[src/rtl/dev_arb_pkg.sv]
// Shared definitions for the two-master device-port arbiter.
package dev_arb_pkg;

  // Arbiter FSM encoding; also exposed on the top-level debug state output.
  typedef enum logic [1:0] {
    IDLE  = 2'd0,
    ISSUE = 2'd1,
    WAIT  = 2'd2
  } arb_state_e;

  // Cycles a downstream transaction may spend in WAIT before forced completion.
  localparam int TIMEOUT_DEFAULT = 1024;

endpackage

[src/rtl/dev_req_latch.sv]
// Per-requester capture register: holds one request until the arbiter retires it.
module dev_req_latch
  import dev_arb_pkg::*;
#(
  parameter int XLEN = 32
) (
  input  logic              clk_i,
  input  logic              rst_ni,
  input  logic              strobe_i,
  input  logic [XLEN-1:0]   addr_i,
  input  logic              rw_i,
  input  logic [XLEN/8-1:0] byte_enable_i,
  input  logic [XLEN-1:0]   data_i,
  input  logic              clear_i,
  output logic              pending_o,
  output logic [XLEN-1:0]   addr_o,
  output logic              rw_o,
  output logic [XLEN/8-1:0] byte_enable_o,
  output logic [XLEN-1:0]   data_o
);

  logic              pending_q;
  logic [XLEN-1:0]   addr_q;
  logic              rw_q;
  logic [XLEN/8-1:0] be_q;
  logic [XLEN-1:0]   data_q;

  // Capture a request only when none is held; a strobe while pending is dropped.
  always_ff @(posedge clk_i or negedge rst_ni) begin
    if (!rst_ni) begin
      pending_q <= 1'b0;
      addr_q    <= '0;
      rw_q      <= 1'b0;
      be_q      <= '0;
      data_q    <= '0;
    end else if (clear_i) begin
      pending_q <= 1'b0;
    end else if (strobe_i && !pending_q) begin
      pending_q <= 1'b1;
      addr_q    <= addr_i;
      rw_q      <= rw_i;
      be_q      <= byte_enable_i;
      data_q    <= data_i;
    end
  end

  assign pending_o     = pending_q;
  assign addr_o        = addr_q;
  assign rw_o          = rw_q;
  assign byte_enable_o = be_q;
  assign data_o        = data_q;

endmodule

[src/rtl/dev_port_arbiter.sv]
// Round-robin arbiter sharing one device-I/O port between two masters.
// Handshake: each side uses one-cycle strobe / data_ready pulses; a requester
// holds at most one request and waits for its data_ready before strobing again.
// Exactly one downstream transaction is outstanding at a time; a watchdog
// forces an error completion if the slave never answers.
module dev_port_arbiter
  import dev_arb_pkg::*;
#(
  parameter int XLEN    = 32,
  parameter int TIMEOUT = TIMEOUT_DEFAULT,
  parameter int TW      = $clog2(TIMEOUT + 1)
) (
  input  logic              clk_i,
  input  logic              rst_ni,
  input  logic              S0_strobe_i,
  input  logic [XLEN-1:0]   S0_addr_i,
  input  logic              S0_rw_i,
  input  logic [XLEN/8-1:0] S0_byte_enable_i,
  input  logic [XLEN-1:0]   S0_data_i,
  output logic              S0_data_ready_o,
  output logic [XLEN-1:0]   S0_data_o,
  output logic              S0_error_o,
  input  logic              S1_strobe_i,
  input  logic [XLEN-1:0]   S1_addr_i,
  input  logic              S1_rw_i,
  input  logic [XLEN/8-1:0] S1_byte_enable_i,
  input  logic [XLEN-1:0]   S1_data_i,
  output logic              S1_data_ready_o,
  output logic [XLEN-1:0]   S1_data_o,
  output logic              S1_error_o,
  output logic              M_strobe_o,
  output logic [XLEN-1:0]   M_addr_o,
  output logic              M_rw_o,
  output logic [XLEN/8-1:0] M_byte_enable_o,
  output logic [XLEN-1:0]   M_data_o,
  input  logic              M_data_ready_i,
  input  logic [XLEN-1:0]   M_data_i,
  output logic [1:0]        dbg_state_o
);

  // Latched requests.
  logic [1:0]        pend;
  logic [1:0]        clear;
  logic [XLEN-1:0]   l_addr [2];
  logic              l_rw   [2];
  logic [XLEN/8-1:0] l_be   [2];
  logic [XLEN-1:0]   l_data [2];

  dev_req_latch #(.XLEN(XLEN)) u_req0 (
    .clk_i         (clk_i),
    .rst_ni        (rst_ni),
    .strobe_i      (S0_strobe_i),
    .addr_i        (S0_addr_i),
    .rw_i          (S0_rw_i),
    .byte_enable_i (S0_byte_enable_i),
    .data_i        (S0_data_i),
    .clear_i       (clear[0]),
    .pending_o     (pend[0]),
    .addr_o        (l_addr[0]),
    .rw_o          (l_rw[0]),
    .byte_enable_o (l_be[0]),
    .data_o        (l_data[0])
  );

  dev_req_latch #(.XLEN(XLEN)) u_req1 (
    .clk_i         (clk_i),
    .rst_ni        (rst_ni),
    .strobe_i      (S1_strobe_i),
    .addr_i        (S1_addr_i),
    .rw_i          (S1_rw_i),
    .byte_enable_i (S1_byte_enable_i),
    .data_i        (S1_data_i),
    .clear_i       (clear[1]),
    .pending_o     (pend[1]),
    .addr_o        (l_addr[1]),
    .rw_o          (l_rw[1]),
    .byte_enable_o (l_be[1]),
    .data_o        (l_data[1])
  );

  // Arbiter state.
  arb_state_e        state_q;
  logic              grant_q;
  logic              last_grant_q;
  logic [TW-1:0]     wd_q;
  logic [TW-1:0]     wd_d;
  logic              grant_d;
  logic              timeout_hit;
  logic              done;

  // Registered outputs.
  logic              m_strobe_q;
  logic [XLEN-1:0]   m_addr_q;
  logic              m_rw_q;
  logic [XLEN/8-1:0] m_be_q;
  logic [XLEN-1:0]   m_data_q;
  logic [1:0]        rdy_q;
  logic [1:0]        err_q;
  logic [XLEN-1:0]   rdata_q [2];

  // Grant selection, watchdog compare and retirement of the granted latch.
  // The watchdog "reaches" TIMEOUT-1 in the cycle its incremented value would
  // equal TIMEOUT-1, so the error pulse lands exactly TIMEOUT cycles after
  // the downstream strobe.
  always_comb begin
    grant_d     = (&pend) ? ~last_grant_q : ~pend[0];
    wd_d        = wd_q + TW'(1);
    timeout_hit = (wd_d == TW'(TIMEOUT - 1));
    done        = (state_q == WAIT) && (M_data_ready_i || timeout_hit);
    clear       = 2'b00;
    if (done) clear[grant_q] = 1'b1;
  end

  // Arbitration FSM with watchdog and registered downstream/reply outputs.
  always_ff @(posedge clk_i or negedge rst_ni) begin
    if (!rst_ni) begin
      state_q      <= IDLE;
      grant_q      <= 1'b0;
      last_grant_q <= 1'b1;
      wd_q         <= '0;
      m_strobe_q   <= 1'b0;
      m_addr_q     <= '0;
      m_rw_q       <= 1'b0;
      m_be_q       <= '0;
      m_data_q     <= '0;
      rdy_q        <= '0;
      err_q        <= '0;
      rdata_q[0]   <= '0;
      rdata_q[1]   <= '0;
    end else begin
      rdy_q <= '0;
      case (state_q)
        IDLE: begin
          if (|pend) begin
            grant_q    <= grant_d;
            m_strobe_q <= 1'b1;
            m_addr_q   <= l_addr[grant_d];
            m_rw_q     <= l_rw[grant_d];
            m_be_q     <= l_be[grant_d];
            m_data_q   <= l_data[grant_d];
            state_q    <= ISSUE;
          end
        end
        ISSUE: begin
          m_strobe_q <= 1'b0;
          wd_q       <= '0;
          state_q    <= WAIT;
        end
        WAIT: begin
          wd_q <= wd_d;
          if (M_data_ready_i) begin
            rdy_q[grant_q]   <= 1'b1;
            err_q[grant_q]   <= 1'b0;
            rdata_q[grant_q] <= M_data_i;
            last_grant_q     <= grant_q;
            state_q          <= IDLE;
          end else if (timeout_hit) begin
            rdy_q[grant_q]   <= 1'b1;
            err_q[grant_q]   <= 1'b1;
            rdata_q[grant_q] <= '0;
            last_grant_q     <= grant_q;
            state_q          <= IDLE;
          end
        end
        default: state_q <= IDLE;
      endcase
    end
  end

  assign M_strobe_o      = m_strobe_q;
  assign M_addr_o        = m_addr_q;
  assign M_rw_o          = m_rw_q;
  assign M_byte_enable_o = m_be_q;
  assign M_data_o        = m_data_q;
  assign S0_data_ready_o = rdy_q[0];
  assign S1_data_ready_o = rdy_q[1];
  assign S0_error_o      = err_q[0];
  assign S1_error_o      = err_q[1];
  assign S0_data_o       = rdata_q[0];
  assign S1_data_o       = rdata_q[1];
  assign dbg_state_o     = state_q;

endmodule

[config.mk]
export PLATFORM = sky130hd
export DESIGN_NAME = dev_port_arbiter
export DESIGN_NICKNAME = d
export VERILOG_FILES = /design/src/rtl/dev_arb_pkg.sv /design/src/rtl/dev_req_latch.sv /design/src/rtl/dev_port_arbiter.sv
export SDC_FILE = /design/constraint.sdc
export NUM_CORES = 1
export LEC_CHECK = 0
export CAP_MARGIN = 20
export CELL_PAD_IN_SITES_DETAIL_PLACEMENT = 0
export CELL_PAD_IN_SITES_GLOBAL_PLACEMENT = 1
export CORE_AREA = 2 2 178 180
export CTS_BUF_LIST = sky130_fd_sc_hd__clkbuf_4 sky130_fd_sc_hd__clkbuf_8 sky130_fd_sc_hd__clkbuf_16
export CTS_CLUSTER_DIAMETER = 100
export DETAILED_ROUTE_END_ITERATION = 8
export DIE_AREA = 0 0 180 182
export PLACE_DENSITY_LB_ADDON = 0.1
export SYNTH_ARGS = -nofsm -noshare
export SYNTH_HDL_FRONTEND = slang
export SYNTH_HIERARCHICAL = 1
export SYNTH_SLANG_ARGS = --single-unit
[constraint.sdc]
create_clock -name clk_i -period 3.53 [get_ports clk_i]
set_clock_uncertainty 0.1 [all_clocks]
set_input_delay 0.706 -clock clk_i [delete_from_list [all_inputs] [get_ports clk_i]]
set_output_delay 0.706 -clock clk_i [all_outputs]
set_load 0.005 [all_outputs]
# After elaboration in Yosys (flattened, before gate mapping)
# Cells that the tools add are included.
# word_totals
inputBits	175
latch_bits	0
mem_bits_rw	0
reg_bits	293
romBits	0
mem_count	0
out_inout_bits	140
# classes
order_cmp	5
addsub	1
n_eq_ne	5
div	0
n_bitwise	11
mux	39
n_mul	0
reduce_logical	22
shift	0
# op_table
cell	n
2-to-1 mux 32 bit	7
2-to-1 mux 64 bit	2
bitwise AND 64 bit	1
bitwise mux 64 bit	1
inverter 64 bit	1
demux 32 bit (select 1 bit)	1
case mux 11 bit (2 select lines)	1
2-to-1 mux 2 bit	9
AND reduction 2 bit	7
2-to-1 mux 1 bit	12
2-to-1 mux 4 bit	3
adder 11 x 1 -> 11 bit (second input constant)	1
== test 11 x 10 -> 1 bit (second input constant)	1
nonzero test 2 bit	5
case mux 2 bit (3 select lines)	1
logical AND 1 bit	5
greater-or-equal comparator 2 bit (second input constant)	2
inverter 1 bit	4
inverter 1 -> 2 bit	2
!= test 3 bit (second input constant)	1
bitwise AND 2 bit	1
== test 2 x 1 -> 1 bit (second input constant)	1
== test 2 bit (second input constant)	1
zero test 1 bit	2
11 further kinds	11

# Longest topological paths before layout
# Gate-level depths: netlist of the first run.
# logic_depth
depth_word	9
ltp_mapped	13

# By module
# The synthesis of the first run kept the hierarchy.
# by_module_without_submodules
module	area_per_inst_um2	cells_each	instances	seq_area_each_um2
dev_port_arbiter	6726.5	589	1	3829.9
dev_req_latch	2592.5	149	2	1751.7

# Worst setup path before layout of the first run
# OpenSTA, ideal clock, no wires.
# synth_path
path_type	register -> register
start	reg wd_q[1]
end	reg u_req1.addr_q[16] (netlist: u_req1/addr_o[16])
arrival_time_ps	2769
setup_slack_ps	533
t_required_ps	3303
setup_time_ps	127
path_stages_with_launch	14
period_less_slack_ps	2997
path_cell_list	dfrtp_1 -> ha_1 -> clkbuf_1 -> nor2_1 -> or4b_1 -> a41oi_2 -> o221a_4 -> o21ai_4 -> buf_6 -> inv_1 -> nor3b_2 -> buf_4 -> buf_6 -> mux2_1
# synth_between
elab_chain_cells	7
# synth_rtl
item	line	rtl
start, declared	dev_port_arbiter.sv:85	logic [TW-1:0] wd_q;
start signal, assigned	dev_port_arbiter.sv:150	wd_q <= wd_d;
adder 11 x 1 -> 11 bit	dev_port_arbiter.sv:107	wd_d = wd_q + TW'(1);
== test 11 x 10 -> 1 bit	dev_port_arbiter.sv:108	timeout_hit = (wd_d == TW'(TIMEOUT - 1));
logical OR 1 bit	dev_port_arbiter.sv:109	done = (state_q == WAIT) && (M_data_ready_i || timeout_hit);
logical AND 1 bit	dev_port_arbiter.sv:109	
2-to-1 mux 2 bit	dev_port_arbiter.sv:111	if (done) clear[grant_q] = 1'b1;
net clear[1]	dev_port_arbiter.sv:43	logic [1:0] clear;
inverter 1 bit (no line)	--	
AND reduction 2 bit (no line)	--	
end signal, assigned	dev_req_latch.sv:40	addr_q <= addr_i;
end, declared	dev_req_latch.sv:23	logic [XLEN-1:0] addr_q;
# The timed path passes the listed nets, and every way through them passes these cells.
# A chain may end at the register's enable or synchronous reset.

# Worst setup path after layout of the first run
# layout_path
start	reg wd_q[1]
end	reg u_req1.data_q[16] (netlist: u_req1/data_o[16])
# layout_between
elab_chain_cells	7
# layout_rtl
item	line	rtl
adder 11 x 1 -> 11 bit	dev_port_arbiter.sv:107	
== test 11 x 10 -> 1 bit	dev_port_arbiter.sv:108	
logical OR 1 bit	dev_port_arbiter.sv:109	
logical AND 1 bit	dev_port_arbiter.sv:109	
2-to-1 mux 2 bit	dev_port_arbiter.sv:111	
net clear[1]	dev_port_arbiter.sv:43	
inverter 1 bit (no line)	--	
AND reduction 2 bit (no line)	--	
end signal, assigned	dev_req_latch.sv:43	data_q <= data_i;
end, declared	dev_req_latch.sv:26	logic [XLEN-1:0] data_q;
# The timed path passes the listed nets, and every way through them passes these cells.

==> results of run 1 <==
==> placed cells by master (no fill, tap or decap), types with 3 or more instances in the layout <==
| master | instances |
|---|---|
| clkbuf_8 | 9 |
| mux2_2 | 118 |
| a21oi_1 | 8 |
| o21ai_0 | 79 |
| mux2_1 | 20 |
| ha_1 | 5 |
| clkinv_2 | 6 |
| clkbuf_16 | 37 |
| mux2i_1 | 70 |
| clkdlybuf4s50_1 | 312 |
| buf_12 | 7 |
| buf_4 | 13 |
| o21ai_4 | 4 |
| dfrtp_1 | 292 |
| nor2_1 | 12 |
| nand2_1 | 89 |
| bufinv_16 | 3 |
| clkbuf_4 | 6 |
| inv_1 | 15 |
| a32o_1 | 64 |
| nand3_1 | 6 |
| a22o_1 | 3 |
==> Yosys cell counts (3+ instances only) <==
| library cell | n | area (µm²) |
|---|---|---|
| a21oi_1 | 8 | 40.04 |
| a22o_1 | 3 | 26.28 |
| a32o_1 | 64 | 640.6 |
| buf_1 | 8 | 30.03 |
| buf_2 | 14 | 70.07 |
| buf_6 | 8 | 90.09 |
| clkbuf_1 | 31 | 116.4 |
| dfrtp_1 | 292 | 7307 |
| ha_1 | 5 | 62.56 |
| inv_1 | 15 | 56.30 |
| mux2_1 | 20 | 225.2 |
| mux2_2 | 118 | 1329 |
| mux2i_1 | 70 | 700.7 |
| nand2_1 | 89 | 334.1 |
| nand3_1 | 6 | 30.03 |
| nor2_1 | 12 | 45.04 |
| o21ai_0 | 81 | 405.4 |
==> metal layers <==
layer	wire, µm	up-vias	part of all wire, %	track usage (%)
met4	422	0	1.4	3.870
li1	-	3823	-	-
met5	0	-	0	0
met3	2566	33	8.4	6.258
met2	14120	263	46	29.92
met1	13530	4072	44	24.19
==> stage by stage <==
step / instance area, µm² / std cells / power, µW / utilization (%)
floorplan: 11910 / 887 / 8566 / -
global placement: 15510 / 1560 / 11110 / 50.05
detailed placement: 15510 / 1560 / 11240 / 50.05
CTS: 16720 / 1621 / 15020 / 53.97
global route: 16720 / 1621 / 15750 / 53.97
finish: 16730 / 1622 / 14760 / 53.98
==> state kept, by name, summed over array words and instances, names as in the netlist, 11 cells and up, named ones only <==
signal	cells
M_addr_o	32
M_data_o	32
S0_data_o	32
S1_data_o	32
u_req0/addr_o	32
u_req0/data_o	32
u_req1/addr_o	32
u_req1/data_o	32
wd_q	11
==> power groups by stage <==
stage | combinational (µW) | sequential (µW) | clock [µW]
2_1_floorplan | 2860 | 5710 | 0
3_3_place_gp | 5340 | 5760 | 0
3_5_place_dp | 5430 | 5820 | 0
4_1_cts | 5440 | 5770 | 3810
5_1_grt | 5850 | 5970 | 3940
6_report | 5320 | 5750 | 3690
==> how the worst min path moves through the flow <==
stage	from	to	cells after the start
floorplan	rst_ni	M_addr_o[0]$_DFFE_PN0P_	0
global placement	M_addr_o[18]$_DFFE_PN0P_	M_addr_o[18]$_DFFE_PN0P_	2
detailed placement	M_addr_o[24]$_DFFE_PN0P_	M_addr_o[24]$_DFFE_PN0P_	2
CTS	rst_ni	M_addr_o[3]$_DFFE_PN0P_	1
global route	rst_ni	M_data_o[22]$_DFFE_PN0P_	1
finish	rst_ni	M_data_o[22]$_DFFE_PN0P_	1
==> critical path, delay by kind of cell (launching register included) <==
| kind | cells | cell delay [ns] |
|---|---|---|
| adder cells (fa/ha/maj) | 1 | 0.36 |
| multiplexers | 1 | 0.39 |
| buffers and inverters | 2 | 0.51 |
| AO/OA/AOI/OAI | 3 | 0.56 |
| AND/OR/NAND/NOR | 3 | 0.51 |
| flip-flops | 1 | 0.40 |
==> cell families after synthesis <==
kind of cell	after synthesis
muxes	208
buffers and inverters	78
DFF	293
adders and majority gates	5
AOI/OAI and AO/OA	169
and+or+nand+nor	133
xor gates and xnor gates	1
==> cell type report <==
type / count / area, µm²
antenna: 1 / 2.502
sequential: 293 / 7333
tap: 402 / 503.0
clock buffer: 52 / 1095
clock inverter: 9 / 120.1
inverter: 15 / 56.30
fill: 2720 / 14260
timing repair buffer: 334 / 3381
multi-input combinational: 516 / 4235
==> out/metrics.yaml, run 1 <==
outcome:
  status: "finished, final reports clean"
timing:
  slew_headroom_pct: 53.98
  rsz0062_at_grt: "false"
  fin_crit_sh_pct: 84.06
  setup_viol: 0
  tns_ns: 0
  fin_hold_ws_ns: 0.1180
  fmax_ghz: 0.3370
  tightestPinTransition_ns: 0.6903
  post-route-min-period_ns: 2.967
  hold_viol: 0
  setup_ws_ns: 0.5627
  maxSlewViolCount: 0
clocking:
  cts_hold_buf: 0
  cts_made_buffers: 34
  cts.clk_slew.worst_paths_ns: 0.06
  clock-root-buffer: "clkbuf_16"
  htreeDepth: 2
  cts_sinks: 293
  clockBufferDepth: 3
  cts_setup_buffers: 0
  clkLatencyLatePin_ns: 0.50
  cts_tree: "done"
  cts_resized: 0
critical_path:
  critPathKind: "flop to flop"
  cp-endpoint: "u_req1/data_o[16]$_DFFE_PN0P_"
  rr_worst_depth: 10
  startpoint: "wd_q[1]$_DFFE_PN0P_"
  max_stage_delay_ns: 0.42
  r2r_slack_ns: 0.56
  worstReg2RegStart: "wd_q[1]$_DFFE_PN0P_"
  worstSetupEndpointType: "flop"
  critPathArrivalTime_ns: 3.24
  path_max_fanout: 25
  critPathLaunchType: "flop"
  crit_slowest_cell: "buf_4"
  path_cells: "ha_1 > nor2_1 > or4b_1 > a41oi_2 > o221a_4 > o21ai_4 > inv_1 > nor3b_4 > buf_4 > mux2_2"
  crit_required_ns: 3.81
  regToRegEndpoint: "u_req1/data_o[16]$_DFFE_PN0P_"
route:
  dr.pass1.iters: 5
  vias: 8191
  antenna_left: 0
  wirelength_mm: 30.64
  drt_iter0_drc: 354
  avgRoutedWirePerCell_um: 18.89
  drt_drc_violations_left: 0
  viasPerCell: 5.050
logic_synthesis:
  synth_edf_count: 0
  yosys_register_bits: 293
  synth_top_family_by_area: "multiplexers"
  synth_simple_gate_area_share_pct: 5.200
  postSynthAreaPerCell_um2: 13.43
  synthArstFlopShare_pct: 100.0
  yosys.area_share.adder_pct: 0.5252
  synth.yosys.warnings: 6
  synth_compound_area_share_pct: 10.54
  yosys_most_used_dff: "dfrtp_1"
  synth.net_count: 1067
  yosysUniqueCellTypes: 49
  synth_area_um2: 11910
  synth-xor-area-share_pct: 0.07353
  synth_cells: 887
  synth_mux_area_share_pct: 18.93
  yosysSeqAreaShare_pct: 61.57
power:
  power_frac_seq_pct: 38.9
  p_clk_share_pct: 25.0
  power_switching_uw: 4352
  p_leak_uw: 0.007125
  ir_drop_mv: 0.4464
  swShare_pct: 29.49
  intPower_uw: 10410
  p_comb_share_pct: 36.1
  powerDensity_nw_per_um2: 882.4
global_route:
  antenna_found_initial: 1
  grt-ovfl-total: 0
  grt_max_degree: 87
  grt_pass1_wl_mm: 48.18
  first_global_vias: 8468
  global_route.usage.total_pct: 18.47
hold_path:
  hold_path.class: "primary input to asynchronous set/reset pin"
floorplanning:
  core_region_area_um2: 30990
  start_util_pct: 38.44
  pin_count: 315
  fp.dieW_um: 180
  dieArea_um2: 32760
  fp-row-count: 65
  die_h_um: 182
layout:
  area_growth_pct: 40.42
  nets: 1374
  layout-drive-gt1-share_pct: 17.47
placed_design:
  port_buffers: 314
  dp_slack_ns: 0.5863
  gp_congestion: 0.7676
  place_hpwl_mm: 20.42
run:
  cap_violations: 0
Note: power is estimated with default switching activity, not from simulation.
==> run 2, diff against run 1 <==
- clock period: 3.53 -> 3 ns (I/O delays scaled with it)
==> run 2 against run 1 <==
The flow now finishes with violations (negative hold slack). Die area did not move. Wire length grew 1.3%. Utilization up 0.23 points. Sequential share of layout area down 0.19 points. Cell area rose by 0.43%. Fmax increased by 6.0%. Cell count rose by 0.43%. Clock power is 19% higher. Worst setup slack got worse by 0.36 ns. Total power increased by 18%. Worst hold slack worse by 0.14 ns.
==> out/metrics.yaml, run 2 (synthesized netlist as in run 1, its figures left out) <==
layout:
  nets: 1382  # +0.58%
  layout-drive-gt1-share_pct: 17.88  # +0.40 points
  final_cell_mix: "clkdlybuf4s50_1, dfrtp_1, mux2_2, nand2_1, o21ai_0"
  final_common_cell: "clkdlybuf4s50_1"
  final_util_pct: 54.21  # +0.23 points
  stdcell_area_um2: 16800  # +0.43%
  area_growth_pct: 41.02
  n_fill_cell: 2671  # -1.8%
power:
  powerDensity_nw_per_um2: 1037  # +18%
  swShare_pct: 29.57  # +0.077 points
  ir_drop_mv: 0.4989  # +12%
  p_clk_share_pct: 25.2  # +0.2 points
  power_switching_uw: 5150  # +18%
  p_leak_uw: 0.007161  # +0.51%
  p_comb_share_pct: 35.9  # -0.2 points
  intPower_uw: 12270  # +18%
  power_frac_seq_pct: 38.8  # about the same
clocking:
  htreeDepth: 2  # unchanged
  cts_hold_buf: 0  # unchanged
  cts_setup_buffers: 0  # unchanged
  clockBufferDepth: 3  # unchanged
  clkLatencyLatePin_ns: 0.50  # about the same
  cts_tree: "done"
  cts_sinks: 293  # unchanged
  clock-root-buffer: "clkbuf_16"
  cts.clk_slew.worst_paths_ns: 0.06  # about the same
  cts_made_buffers: 35  # +2.9%
timing:
  hold_viol: 1  # +1
  fin_hold_ws_ns: -0.01868  # -0.1367 ns
  slew_headroom_pct: 55.19  # +1.2 points
  post-route-min-period_ns: 2.798  # -0.1689 ns
  setup_viol: 0  # unchanged
  tns_ns: 0  # unchanged
  maxSlewViolCount: 0  # unchanged
  tightestPinTransition_ns: 0.6722  # -0.01810 ns
  rsz0062_at_grt: "false"
  fmax_ghz: 0.3573  # +6.0%
  fin_crit_sh_pct: 93.28  # +9.2 points
floorplanning:
  die_h_um: 182  # unchanged
  start_util_pct: 38.44  # unchanged
  dieArea_um2: 32760  # unchanged
  core_region_area_um2: 30990  # unchanged
  fp-row-count: 65  # unchanged
  fp.dieW_um: 180  # unchanged
  pin_count: 315  # unchanged
route:
  vias: 8241  # +0.61%
  dr.pass1.iters: 5  # unchanged
  antenna_left: 0  # unchanged
  viasPerCell: 5.059  # +0.18%
  avgRoutedWirePerCell_um: 19.06  # +0.88%
  wirelength_mm: 31.04  # +1.3%
  drt_iter0_drc: 455  # +29%
  drt_drc_violations_left: 0  # unchanged
global_route:
  antenna_found_initial: 2  # +1
  grt-ovfl-total: 0  # unchanged
  global_route.usage.total_pct: 18.61  # +0.15 points
  first_global_vias: 8500  # +0.38%
  grt_pass1_wl_mm: 48.63  # +0.95%
  grt_max_degree: 140  # +61%
critical_path:
  critPathLaunchType: "flop"
  path_max_fanout: 43  # +72%
  critPathKind: "flop to flop"
  crit_required_ns: 3.28  # -0.53 ns
  r2r_slack_ns: 0.20  # -0.36 ns
  worstSetupEndpointType: "flop"
  critPathArrivalTime_ns: 3.08  # -0.16 ns
placed_design:
  gp_congestion: 0.7829  # +2.0%
  placed_cell_area_um2: 15570  # +0.42%
  port_buffers: 314  # unchanged
  place_hpwl_mm: 20.41  # about the same
outcome:
  violations: "negative hold slack"
  status: "finished with violations"
run:
  cap_violations: 0  # unchanged
hold_path:
  hold_path.class: "primary input to asynchronous set/reset pin"
## run 2: cell count changes in the layout (fill, tap and decap cells not counted), sizes merged
cell	delta
inv	+1
clkinv	-4
clkbuf	+2
diode	+1
buf	+7
## run 2: path summary, 6_finish.rpt
path	start	endpoint	cells after the start
max	wd_q[0]$_DFFE_PN0P_	u_req0/addr_o[27]$_DFFE_PN0P_	11
min	rst_ni	u_req0/data_o[22]$_DFFE_PN0P_	1
max reg2reg	wd_q[0]$_DFFE_PN0P_	u_req0/addr_o[27]$_DFFE_PN0P_	11
min reg2reg	M_data_o[10]$_DFFE_PN0P_	M_data_o[10]$_DFFE_PN0P_	2
max in group asynchronous	rst_ni	u_req0/data_o[19]$_DFFE_PN0P_	3
min in group clk_i	M_data_o[10]$_DFFE_PN0P_	M_data_o[10]$_DFFE_PN0P_	2
## run 2: worst max-delay path, stage by stage, from the launching register on
cell	delay, ns
dfrtp_1	0.38
inv_1	0.08
ha_1	0.20
and4b_1	0.22
nand4b_1	0.09
o21ai_0	0.16
o221a_4	0.19
o21ai_4	0.13
inv_1	0.09
nor3b_4	0.32
buf_12	0.30
mux2_2	0.38
## run 2: through the flow
step	power [µW]	hold WS (ns)	instances	setup WS, ns
2_1_floorplan	10080	0.2044	887	0.003457
3_3_place_gp	13080	0.3596	1567	0.2072
3_5_place_dp	13220	0.3692	1567	0.1566
4_1_cts	17720	0.008585	1627	0.1476
5_1_grt	18590	0.01377	1628	0.03956
6_report	17420	-0.01868	1629	0.2016
## run 2: power groups by stage
stage                     combinational (µW)  clock, µW  sequential [µW]
after CTS                               6400       4540             6780
after detailed placement                6380          0             6840
final                                   6260       4390             6760
after global routing                    6890       4700             7000
after floorplan                         3360          0             6710
after global placement                  6280          0             6800
## run 2: layer usage
metal,part of all wire (%),track usage (%)
met1,44,24.72
met2,46,29.72
met3,8.1,6.217
met4,1.6,4.098
met5,0.042,0
## run 2: repair_timing
action | in CTS | in global routing
hold endpoints to repair | 0 | 0
gates resized for setup | 0 | 1
setup endpoints to repair | 0 | 25
## run 2: final cells by class
cell class                      instances  area [µm²]  share of cell area [%]
Antenna cell                            2       5.005                 0.02980
Clock buffer                           54        1104                   6.570
Clock inverter                          6       111.4                  0.6629
Inverter                               15       56.30                  0.3352
Multi-Input combinational cell        516        4235                   25.21
Sequential cell                       293        7333                   43.66
Tap cell                              402       503.0                   2.994
Timing Repair Buffer                  341        3450                   20.54
==> run 3, diff against run 2 <==
- SLEW_MARGIN: default -> 20
==> results of run 3 <==
No change in the layout: final DEF, timing and power equal those of run 2.
